===== config.mk =====
export PLATFORM = sky130hd
export DESIGN_NAME = i2c_target_resp
export DESIGN_NICKNAME = d
export VERILOG_FILES = /design/src/rtl/i2c_pkg.sv /design/src/rtl/i2c_bus_sync.sv /design/src/rtl/i2c_target_resp.sv
export SDC_FILE = /design/constraint.sdc
export NUM_CORES = 1
export LEC_CHECK = 0
export CORE_MARGIN = 8
export CORE_UTILIZATION = 28
export DETAILED_ROUTE_END_ITERATION = 7
export PLACE_DENSITY = 0.51
export SLEW_MARGIN = 20
export SYNTH_ARGS = -nofsm -noshare
export SYNTH_HDL_FRONTEND = slang
export SYNTH_HIERARCHICAL = 1
export SYNTH_SLANG_ARGS = --single-unit

===== constraint.sdc =====
create_clock -name ACLK -period 3.32 [get_ports ACLK]
set_input_delay 0.664 -clock ACLK [delete_from_list [all_inputs] [get_ports ACLK]]
set_output_delay 0.664 -clock ACLK [all_outputs]
set_load 0.02 [all_outputs]

===== src/rtl/i2c_pkg.sv =====
// Shared definitions for the I2C target responder.
// Holds the bus widths and the protocol FSM state encoding used by the top.
package i2c_pkg;

  localparam int ADDR_W = 7;  // I2C target address width
  localparam int BYTE_W = 8;  // bus byte / register width

  typedef enum logic [2:0] {
    ST_IDLE      = 3'd0,
    ST_ADDR      = 3'd1,
    ST_ADDR_ACK  = 3'd2,
    ST_WR_BYTE   = 3'd3,
    ST_WR_ACK    = 3'd4,
    ST_RD_BYTE   = 3'd5,
    ST_RD_ACK    = 3'd6,
    ST_WAIT_STOP = 3'd7
  } state_t;

endpackage


===== src/rtl/i2c_bus_sync.sv =====
// Bus front end: brings SCL/SDA into the aclk domain and flags bus events.
//   aclk      : system clock
//   aresetn   : synchronous active-low reset (flops reset to 1 = idle bus)
//   scl_in    : raw SCL from the pins, asynchronous
//   sda_in    : raw SDA from the pins, asynchronous
//   sda       : synchronized SDA level
//   scl_rise  : one-cycle flag, synchronized SCL went 0 -> 1
//   scl_fall  : one-cycle flag, synchronized SCL went 1 -> 0
//   start_det : SDA fell while synchronized SCL is high
//   stop_det  : SDA rose while synchronized SCL is high
module i2c_bus_sync #(
  parameter int FILT_LEN = 2
) (
  input  logic aclk,
  input  logic aresetn,
  input  logic scl_in,
  input  logic sda_in,
  output logic sda,
  output logic scl_rise,
  output logic scl_fall,
  output logic start_det,
  output logic stop_det
);

  logic [FILT_LEN-1:0] scl_sync;
  logic [FILT_LEN-1:0] sda_sync;
  logic                scl_hist;
  logic                sda_hist;
  logic                scl_s;

  always_ff @(posedge aclk) begin
    if (!aresetn) begin
      scl_sync <= '1;
      sda_sync <= '1;
      scl_hist <= 1'b1;
      sda_hist <= 1'b1;
    end else begin
      scl_sync[0] <= scl_in;
      sda_sync[0] <= sda_in;
      for (int i = 1; i < FILT_LEN; i++) begin
        scl_sync[i] <= scl_sync[i-1];
        sda_sync[i] <= sda_sync[i-1];
      end
      scl_hist <= scl_sync[FILT_LEN-1];
      sda_hist <= sda_sync[FILT_LEN-1];
    end
  end

  assign scl_s     = scl_sync[FILT_LEN-1];
  assign sda       = sda_sync[FILT_LEN-1];
  assign scl_rise  = scl_s & ~scl_hist;
  assign scl_fall  = ~scl_s & scl_hist;
  assign start_det = scl_s & sda_hist & ~sda;
  assign stop_det  = scl_s & ~sda_hist & sda;

endmodule


===== src/rtl/i2c_target_resp.sv =====
// I2C target that exposes a byte-addressed register file.
// A write transaction sets the register pointer with its first data byte and
// writes every following byte at the pointer (auto-increment). A read returns
// bytes from the pointer onward, also auto-incrementing.
//   ACLK      : system clock, all flops rising edge
//   ARESETn   : synchronous active-low reset
//   SCL_i     : bus clock from the master (asynchronous)
//   SDA_i     : bus data (asynchronous)
//   SDA_o     : open-drain control, 0 = pull SDA low, 1 = release
//   REG_WR_EN : one-cycle write strobe; REG_ADDR/REG_WDATA valid with it
//   REG_ADDR  : register pointer (reads and writes)
//   REG_WDATA : write data
//   REG_RDATA : read data, combinational from REG_ADDR
//   BUSY      : high between a detected START and a detected STOP
//   ADDR_HIT  : one-cycle pulse when the address byte matches SLAVE_ADDR
module i2c_target_resp
  import i2c_pkg::*;
#(
  parameter logic [ADDR_W-1:0] SLAVE_ADDR = 7'h50,
  parameter int                FILT_LEN   = 2
) (
  input  logic              ACLK,
  input  logic              ARESETn,
  input  logic              SCL_i,
  input  logic              SDA_i,
  output logic              SDA_o,
  output logic              REG_WR_EN,
  output logic [BYTE_W-1:0] REG_ADDR,
  output logic [BYTE_W-1:0] REG_WDATA,
  input  logic [BYTE_W-1:0] REG_RDATA,
  output logic              BUSY,
  output logic              ADDR_HIT
);

  logic sda;
  logic scl_rise;
  logic scl_fall;
  logic start_det;
  logic stop_det;

  i2c_bus_sync #(.FILT_LEN(FILT_LEN)) u_bus_sync (
    .aclk      (ACLK),
    .aresetn   (ARESETn),
    .scl_in    (SCL_i),
    .sda_in    (SDA_i),
    .sda       (sda),
    .scl_rise  (scl_rise),
    .scl_fall  (scl_fall),
    .start_det (start_det),
    .stop_det  (stop_det)
  );

  state_t            state;
  logic [3:0]        bit_cnt;
  logic [BYTE_W-1:0] shreg;
  logic              rw;          // R/W bit of the matched address byte
  logic              first_byte;  // next write byte is the pointer
  logic              ack_seen;    // master ACKed the byte just read
  logic [BYTE_W-1:0] ptr;

  assign REG_ADDR = ptr;

  always_ff @(posedge ACLK) begin
    if (!ARESETn) begin
      state      <= ST_IDLE;
      bit_cnt    <= 4'd0;
      shreg      <= '0;
      rw         <= 1'b0;
      first_byte <= 1'b0;
      ack_seen   <= 1'b0;
      ptr        <= '0;
      SDA_o      <= 1'b1;
      REG_WR_EN  <= 1'b0;
      REG_WDATA  <= '0;
      BUSY       <= 1'b0;
      ADDR_HIT   <= 1'b0;
    end else begin
      REG_WR_EN <= 1'b0;
      ADDR_HIT  <= 1'b0;
      // The pointer moves only after the strobe cycle so REG_ADDR is the
      // write target while REG_WR_EN is high. No SCL edge can land in the
      // cycle right after a strobe, so this never collides with the FSM.
      if (REG_WR_EN) ptr <= ptr + 1'b1;

      // Bus conditions outrank SCL edges and are honoured in every state.
      if (start_det) begin
        state    <= ST_ADDR;
        bit_cnt  <= 4'd0;
        ack_seen <= 1'b0;
        BUSY     <= 1'b1;
        SDA_o    <= 1'b1;
      end else if (stop_det) begin
        state <= ST_IDLE;
        BUSY  <= 1'b0;
        SDA_o <= 1'b1;
      end else begin
        case (state)
          ST_ADDR, ST_WR_BYTE: begin
            if (scl_rise && bit_cnt != 4'd8) begin
              shreg   <= {shreg[BYTE_W-2:0], sda};
              bit_cnt <= bit_cnt + 4'd1;
            end else if (scl_fall && bit_cnt == 4'd8) begin
              bit_cnt <= 4'd0;
              if (state == ST_ADDR) begin
                if (shreg[BYTE_W-1:1] == SLAVE_ADDR) begin
                  SDA_o    <= 1'b0;
                  ADDR_HIT <= 1'b1;
                  rw       <= shreg[0];
                  state    <= ST_ADDR_ACK;
                end else begin
                  SDA_o <= 1'b1;
                  state <= ST_WAIT_STOP;
                end
              end else begin
                SDA_o <= 1'b0;
                state <= ST_WR_ACK;
                if (first_byte) begin
                  ptr        <= shreg;
                  first_byte <= 1'b0;
                end else begin
                  REG_WR_EN <= 1'b1;
                  REG_WDATA <= shreg;
                end
              end
            end
          end
          ST_ADDR_ACK: begin
            if (scl_fall) begin
              bit_cnt <= 4'd0;
              if (!rw) begin
                SDA_o      <= 1'b1;
                first_byte <= 1'b1;
                state      <= ST_WR_BYTE;
              end else begin
                shreg <= REG_RDATA;
                SDA_o <= REG_RDATA[BYTE_W-1];
                state <= ST_RD_BYTE;
              end
            end
          end
          ST_WR_ACK: begin
            if (scl_fall) begin
              SDA_o <= 1'b1;
              state <= ST_WR_BYTE;
            end
          end
          ST_RD_BYTE: begin
            // bit_cnt counts bits already completed on the bus; the MSB was
            // put out on the fall that entered this state.
            if (scl_fall) begin
              if (bit_cnt == 4'd7) begin
                SDA_o   <= 1'b1;
                ptr     <= ptr + 1'b1;
                bit_cnt <= 4'd0;
                state   <= ST_RD_ACK;
              end else begin
                shreg   <= {shreg[BYTE_W-2:0], 1'b0};
                SDA_o   <= shreg[BYTE_W-2];
                bit_cnt <= bit_cnt + 4'd1;
              end
            end
          end
          ST_RD_ACK: begin
            if (scl_rise) begin
              if (!sda) ack_seen <= 1'b1;
              else      state    <= ST_WAIT_STOP;
            end else if (scl_fall && ack_seen) begin
              ack_seen <= 1'b0;
              shreg    <= REG_RDATA;
              SDA_o    <= REG_RDATA[BYTE_W-1];
              bit_cnt  <= 4'd0;
              state    <= ST_RD_BYTE;
            end
          end
          default: ;  // IDLE and WAIT_STOP only react to START/STOP
        endcase
      end
    end
  end

endmodule


==> results of run 1 <==
-- cells by family (layout without fill, tap and decap cells) --
logic type	after synthesis	after routing	share of synthesized area
AO/OA/AOI/OAI	90	90	0.2487
XOR/XNOR	8	8	0.02618
adder cells (fa/ha/maj)	3	3	0.01403
buffers and inverters	32	54	0.05937
flip-flops	44	44	0.3291
multiplexers	14	14	0.05330
AND/OR/NAND/NOR	130	130	0.2693
-- layout by cell type (no fill, tap or decap), types with 3 or more instances in the layout --
master	n
dfxtp_1	44
buf_4	6
a21oi_1	21
nor2b_1	5
or3_1	3
and3b_1	4
a311oi_2	8
xor2_1	4
nand3_1	10
o22ai_1	4
nand4_1	7
o211ai_1	6
o21ai_1	3
nor2_1	31
clkbuf_8	5
nand2b_1	12
mux2i_1	12
clkdlybuf4s50_1	31
o31ai_1	4
inv_1	9
nor3_1	4
ha_1	3
nand3b_1	4
a31oi_1	4
a21o_1	4
o21ai_0	17
xnor2_1	4
nand2_1	30
-- per-layer routing --
layer	vias to the layer above	GRT usage	share of wire
li1	1211	-	-
met1	1140	0.1511	0.49
met2	65	0.1874	0.47
met3	5	0.02007	0.034
met4	0	0.03375	0.0094
met5	-	0	0
-- final cells by class --
type | count | area, um^2
clock buffers | 5 | 68.82
flip-flops and latches | 44 | 880.8
repair buffers | 37 | 355.3
fillers | 961 | 6057
multi-input cells | 245 | 1637
clock inverters | 3 | 46.29
inverters | 9 | 33.78
well taps | 129 | 161.4
-- sequential cells by signal, summed over array words and instances, names as in the netlist, 2 cells and up --
register             flops
state                    3
u_bus_sync/sda_sync      2
REG_WDATA                8
u_bus_sync/scl_sync      2
shreg                    8
REG_ADDR                 8
bit_cnt                  4
-- power groups by stage --
stage | Combinational, uW | Clock, uW | Sequential (uW)
2_1_floorplan | 69.2 | 0 | 560
3_3_place_gp | 98.0 | 0 | 568
3_5_place_dp | 97.7 | 0 | 568
4_1_cts | 97.9 | 448 | 556
5_1_grt | 107 | 465 | 558
6_report | 97.9 | 435 | 555
-- per-stage QoR --
step | cells | hold slack [ns]
2_1_floorplan | 321 | 0.3863
3_3_place_gp | 464 | 0.3899
3_5_place_dp | 464 | 0.3916
4_1_cts | 472 | 0.4133
5_1_grt | 472 | 0.4225
6_report | 472 | 0.4109
-- path summary, 6_finish.rpt --
| check | start | to | cells after the start |
|---|---|---|---|
| worst max-delay path | REG_WR_EN$_SDFF_PP0_ | REG_WR_EN | 1 |
| worst min register to register | u_bus_sync/scl_sync[0]$_SDFF_PN1_ | u_bus_sync/scl_sync[1]$_SDFF_PN1_ | 1 |
| worst max register to register | bit_cnt[0]$_SDFFE_PP0P_ | bit_cnt[2]$_SDFFE_PP0P_ | 7 |
| worst min-delay path | u_bus_sync/scl_sync[0]$_SDFF_PN1_ | u_bus_sync/scl_sync[1]$_SDFF_PN1_ | 1 |
==> impl_metrics.tcl, run 1 <==
set metrics [dict create \
    drtIter0Drc 236 \
    path_max_fanout 14 \
    synth.most_common_cell "dfxtp_1" \
    fin_tns_setup_ns 0 \
    clkPwrFrac 0.400 \
    io_buffers 31 \
    swShare 0.2561 \
    final_area_um2 3183 \
    cp_top_family "buffers and inverters" \
    max_stage_delay_ns 0.71 \
    netlist_area_um2 2676 \
    dpl.hpwl_mm 5.397 \
    route.detailed.drc 0 \
    synthFlopType "dfxtp_1" \
    crit_chain "clkdlybuf4s50_1" \
    antenna_found_initial 0 \
    dieHeight_um 113.8 \
    post_cts_buffers 0 \
    crit_arrival_ns 1.67 \
    clk_transition_reported_paths_ns 0.10 \
    wl_mm 7.367 \
    dp_worst_setup_slack_ns 0.6924 \
    skew_ns 0.009574 \
    cts_buffers 5 \
    fp.dieW_um 113.8 \
    cts_tree "built" \
    initial_core_util 0.2896 \
    grt_overflow 0 \
    crit_path_top_delay_cell "clkdlybuf4s50_1" \
    track_usage 0.1150 \
    crit_required_ns 2.66 \
    p_leak_uw 0.001135 \
    io_pins 32 \
    p_seq_frac 0.510 \
    seq_area_frac_synth 0.3291 \
    max_slew_margin 0.5613 \
    avgSynthCellArea_um2 8.337 \
    synth_common_cells "dfxtp_1, nor2_1, nand2_1" \
    p_sw_uw 278.7 \
    ctsLongestPathBuffers 2 \
    place.gp.congestion 0.8279 \
    worstSkewPairLatency_ns 0.31 \
    area_delta_synth_final_pct 18.93 \
    fin_ws_ns 0.9840 \
    ys_async_sr_fraction 0 \
    grt_max_degree 22 \
    period_minus_slack_ns 2.336 \
    yosys_warnings 6 \
    netlist_top_cells_area "dfxtp_1, mux2i_1, a311oi_2, nor2_1, nand2_1" \
    tightestPinTransition_ns 0.6572 \
    vias 2421 \
    drtAntennaViolNets 0 \
    grt_pass1_wl_mm 12.31 \
    setup_violations 0 \
    start_kind "flip-flop" \
    h-tree-depth 2 \
    slew_violations 0 \
    syn_nets 336 \
    power.total_uw 1088 \
    layout-drive-gt1-share 0.09913 \
    core-area_um2 9240 \
    cp-end-kind "output port" \
    worstHoldPathType "flip-flop to flip-flop" \
    synth_edf_count 0 \
    synthCells 321 \
    hold_viol 0 \
    ys_ff_latch 44 \
    vdd_drop_max_mv 0.1699 \
    std_cell_rows 35 \
    wl_per_cell_um 15.61 \
    critPathKind "flip-flop to output port" \
    postCtsHoldBufs 0 \
    synthDominantCellAreaShare 0.3291 \
    status "completed" \
    nets 357 \
    placed_area_um2 3068 \
    root_buffer "clkbuf_8" \
    ff2ff_setup_slack_ns 1.04 \
    grt_pass1_vias 2383 \
    synth_area_leader_cell "dfxtp_1" \
    cts_resized 0 \
    dr.pass1.iters 5 \
    p_comb_frac 0.090 \
    cp_num_buf_inv 1 \
    maxCapViolations 0 \
    finalCritPeriodShare 0.7036 \
    dieArea_um2 12940 \
    via_per_inst 5.129 \
    power_density_nw_per_um2 341.9 \
    utilization 0.3445 \
    rsz0062_at_grt "no" \
    fmax_mhz 428.1 \
    ys_types 62 \
    cts.sinks 44 \
    diodes 0 \
    p_int_uw 809.5 \
]
(Power assumes the default switching activity.)
==> run 2: changes to the inputs <==
--- a/config.mk
+++ b/config.mk
@@ -8,7 +8,7 @@
 export CORE_MARGIN = 8
 export CORE_UTILIZATION = 28
 export DETAILED_ROUTE_END_ITERATION = 7
-export PLACE_DENSITY = 0.51
+export PLACE_DENSITY = 0.52
 export SLEW_MARGIN = 20
 export SYNTH_ARGS = -nofsm -noshare
 export SYNTH_HDL_FRONTEND = slang
==> constraint.sdc (replaced) <==
create_clock -name ACLK -period 2 [get_ports ACLK]
set_input_delay 0.4 -clock ACLK [delete_from_list [all_inputs] [get_ports ACLK]]
set_output_delay 0.4 -clock ACLK [all_outputs]
set_load 0.02 [all_outputs]
==> run 2 against run 1 <==
Final cell count increased by 7.2%. Clock skew decreased by 0.0017 ns. Worst setup slack got worse by 0.89 ns. Critical endpoint is now REG_ADDR[2]. Die area unchanged. Critical path depth unchanged. Critical path type unchanged. Via count increased by 7.5%. Clock power increased by 67%. Non-clock buffer count increased by 34. Core utilization increased by 3.0 points. Largest cell class unchanged. Wire length increased by 7.1%. Sequential cell count unchanged.
==> impl_metrics.tcl, run 2 (synthesis results as in run 1) <==
set metrics [dict create \
    status "completed" \
    cp-startpoint "REG_ADDR[2]$_SDFF_PN0_" \
    wl_mm 7.888 \
    skew_ns 0.007865 \
    initial_core_util 0.2896 \
    drtAntennaViolNets 0 \
    period_minus_slack_ns 1.910 \
    multi_input_comb_area_um2 1642 \
    cts.sinks 44 \
    dp.cells 497 \
    max_stage_delay_ns 0.68 \
    final_common_cell "dfxtp_1" \
    grt_overflow 0 \
    reg2reg_depth 6 \
    io_pins 32 \
    dieHeight_um 113.8 \
    wl_per_cell_um 15.59 \
    rr_endpoint "bit_cnt[2]$_SDFFE_PP0P_" \
    hold_viol 0 \
    vdd_drop_max_mv 0.3354 \
    start_kind "flip-flop" \
    timing.rr.start "state[1]$_SDFFE_PP0P_" \
    critPathKind "flip-flop to output port" \
    power_density_nw_per_um2 533.6 \
    layout-drive-gt1-share 0.1936 \
    grt_pass1_vias 2619 \
    dp_worst_setup_slack_ns 0.001314 \
    cp_top_family "buffers and inverters" \
    crit_required_ns 1.60 \
    p_sw_uw 475.7 \
    area_delta_synth_final_pct 29.27 \
    clkPwrFrac 0.393 \
    p_comb_frac 0.109 \
    ctsLongestPathBuffers 2 \
    dpl.hpwl_mm 6.055 \
    ff2ff_setup_slack_ns 0.14 \
    final_area_um2 3460 \
    grt_max_degree 21 \
    vias 2602 \
    core-area_um2 9240 \
    fin_tns_setup_ns 0 \
    place.gp.congestion 0.8289 \
    instances_no_fill 506 \
    fillCellCount 971 \
    route.detailed.drc 0 \
    maxCapViolations 0 \
    root_buffer "clkbuf_8" \
    worstHoldPathType "flip-flop to flip-flop" \
    crit_path_top_delay_cell "clkdlybuf4s50_1" \
    utilization 0.3744 \
    io_buffers 31 \
    dieArea_um2 12940 \
    fmax_mhz 523.6 \
    nets 391 \
    diodes 0 \
    placed_area_um2 3328 \
    dr.pass1.iters 5 \
    max_slew_margin 0.7590 \
    cts_buffers 5 \
    drtIter0Drc 157 \
    rsz0062_at_grt "no" \
    postCtsHoldBufs 0 \
    antenna_found_initial 0 \
    p_int_uw 1371 \
    fin_ws_ns 0.09014 \
    cp.depth 1 \
    setup_violations 0 \
    worstSkewPairLatency_ns 0.30 \
    via_per_inst 5.142 \
    slew_violations 0 \
    clk_transition_reported_paths_ns 0.10 \
    h-tree-depth 2 \
    crit_chain "clkdlybuf4s50_1" \
    crit_path_end "REG_ADDR[2]" \
    seq_area_um2 884.6 \
    cts_tree "built" \
    fp.dieW_um 113.8 \
    p_seq_frac 0.499 \
    swShare 0.2576 \
    finalCritPeriodShare 0.9549 \
    track_usage 0.1236 \
    grt_pass1_wl_mm 13.14 \
    tightestPinTransition_ns 0.3587 \
    cp-end-kind "output port" \
    path_max_fanout 8 \
    layout_common_cells "dfxtp_1, buf_4, nor2_1, clkdlybuf4s50_1, nand2_1" \
    cp_num_buf_inv 1 \
    std_cell_rows 35 \
    p_leak_uw 0.001306 \
    crit_arrival_ns 1.51 \
]
## run 2: cell count changes in the layout (fill, tap and decap cells not counted)
cell,previous run,this run
and3b_2,0,1
or2_0,1,0
a21oi_1,21,20
or2_1,0,1
buf_12,0,1
dfxtp_2,0,3
buf_4,6,39
and3b_1,4,3
dfxtp_1,44,41
a21oi_2,0,1
## run 2: final cells by class
cell class                      count  share of cell area
Clock inverter                      3             0.01338
Multi-Input combinational cell    245              0.4745
Inverter                            9            0.009765
Tap cell                          129             0.04665
Clock buffer                        5             0.01989
Timing Repair Buffer               71              0.1801
Sequential cell                    44              0.2557
## run 2: power by group through the flow
stage	Sequential (uW)	Clock (uW)	Combinational, uW
2_1_floorplan	930	0	115
3_3_place_gp	940	0	198
3_5_place_dp	941	0	199
4_1_cts	920	740	200
5_1_grt	924	762	218
6_report	921	725	201
## run 2: timing repair
item / CTS / global route
buffers inserted: 0 / 1
resized for setup: 0 / 6
setup endpoints to repair: 0 / 19
## run 2: worst register-to-register path, cell delays in order (launching register included)
cell	delay [ns]
dfxtp_1	0.38
buf_4	0.20
nand2b_4	0.14
a31oi_2	0.28
o221ai_2	0.16
or4b_1	0.49
a21oi_1	0.15
## run 2: stage by stage
| step | power (uW) | hold slack [ns] |
|---|---|---|
| after floorplan | 1045 | 0.3863 |
| after global placement | 1138 | 0.3904 |
| after detailed placement | 1140 | 0.3985 |
| after CTS | 1860 | 0.4200 |
| after global routing | 1904 | 0.4247 |
| final | 1846 | 0.4173 |
## run 2: routing by layer
metal | up-vias | wire length, um | global-route usage
met3 | 9 | 215 | 0.01743
met4 | 0 | 152 | 0.04440
met5 | - | 0 | 0
li1 | 1284 | - | -
met2 | 60 | 3731 | 0.2059
met1 | 1249 | 3789 | 0.1582
## run 2: how the worst min path moves through the flow
stage | startpoint | end | cells past startpoint
final | u_bus_sync/sda_sync[0]$_SDFF_PN1_ | u_bus_sync/sda_sync[1]$_SDFF_PN1_ | 1
after detailed placement | u_bus_sync/sda_sync[0]$_SDFF_PN1_ | u_bus_sync/sda_sync[1]$_SDFF_PN1_ | 1
after CTS | u_bus_sync/sda_sync[0]$_SDFF_PN1_ | u_bus_sync/sda_sync[1]$_SDFF_PN1_ | 1
after global placement | u_bus_sync/scl_sync[0]$_SDFF_PN1_ | u_bus_sync/scl_sync[1]$_SDFF_PN1_ | 1
after global routing | u_bus_sync/sda_sync[0]$_SDFF_PN1_ | u_bus_sync/sda_sync[1]$_SDFF_PN1_ | 1
after floorplan | u_bus_sync/scl_sync[0]$_SDFF_PN1_ | u_bus_sync/scl_sync[1]$_SDFF_PN1_ | 1
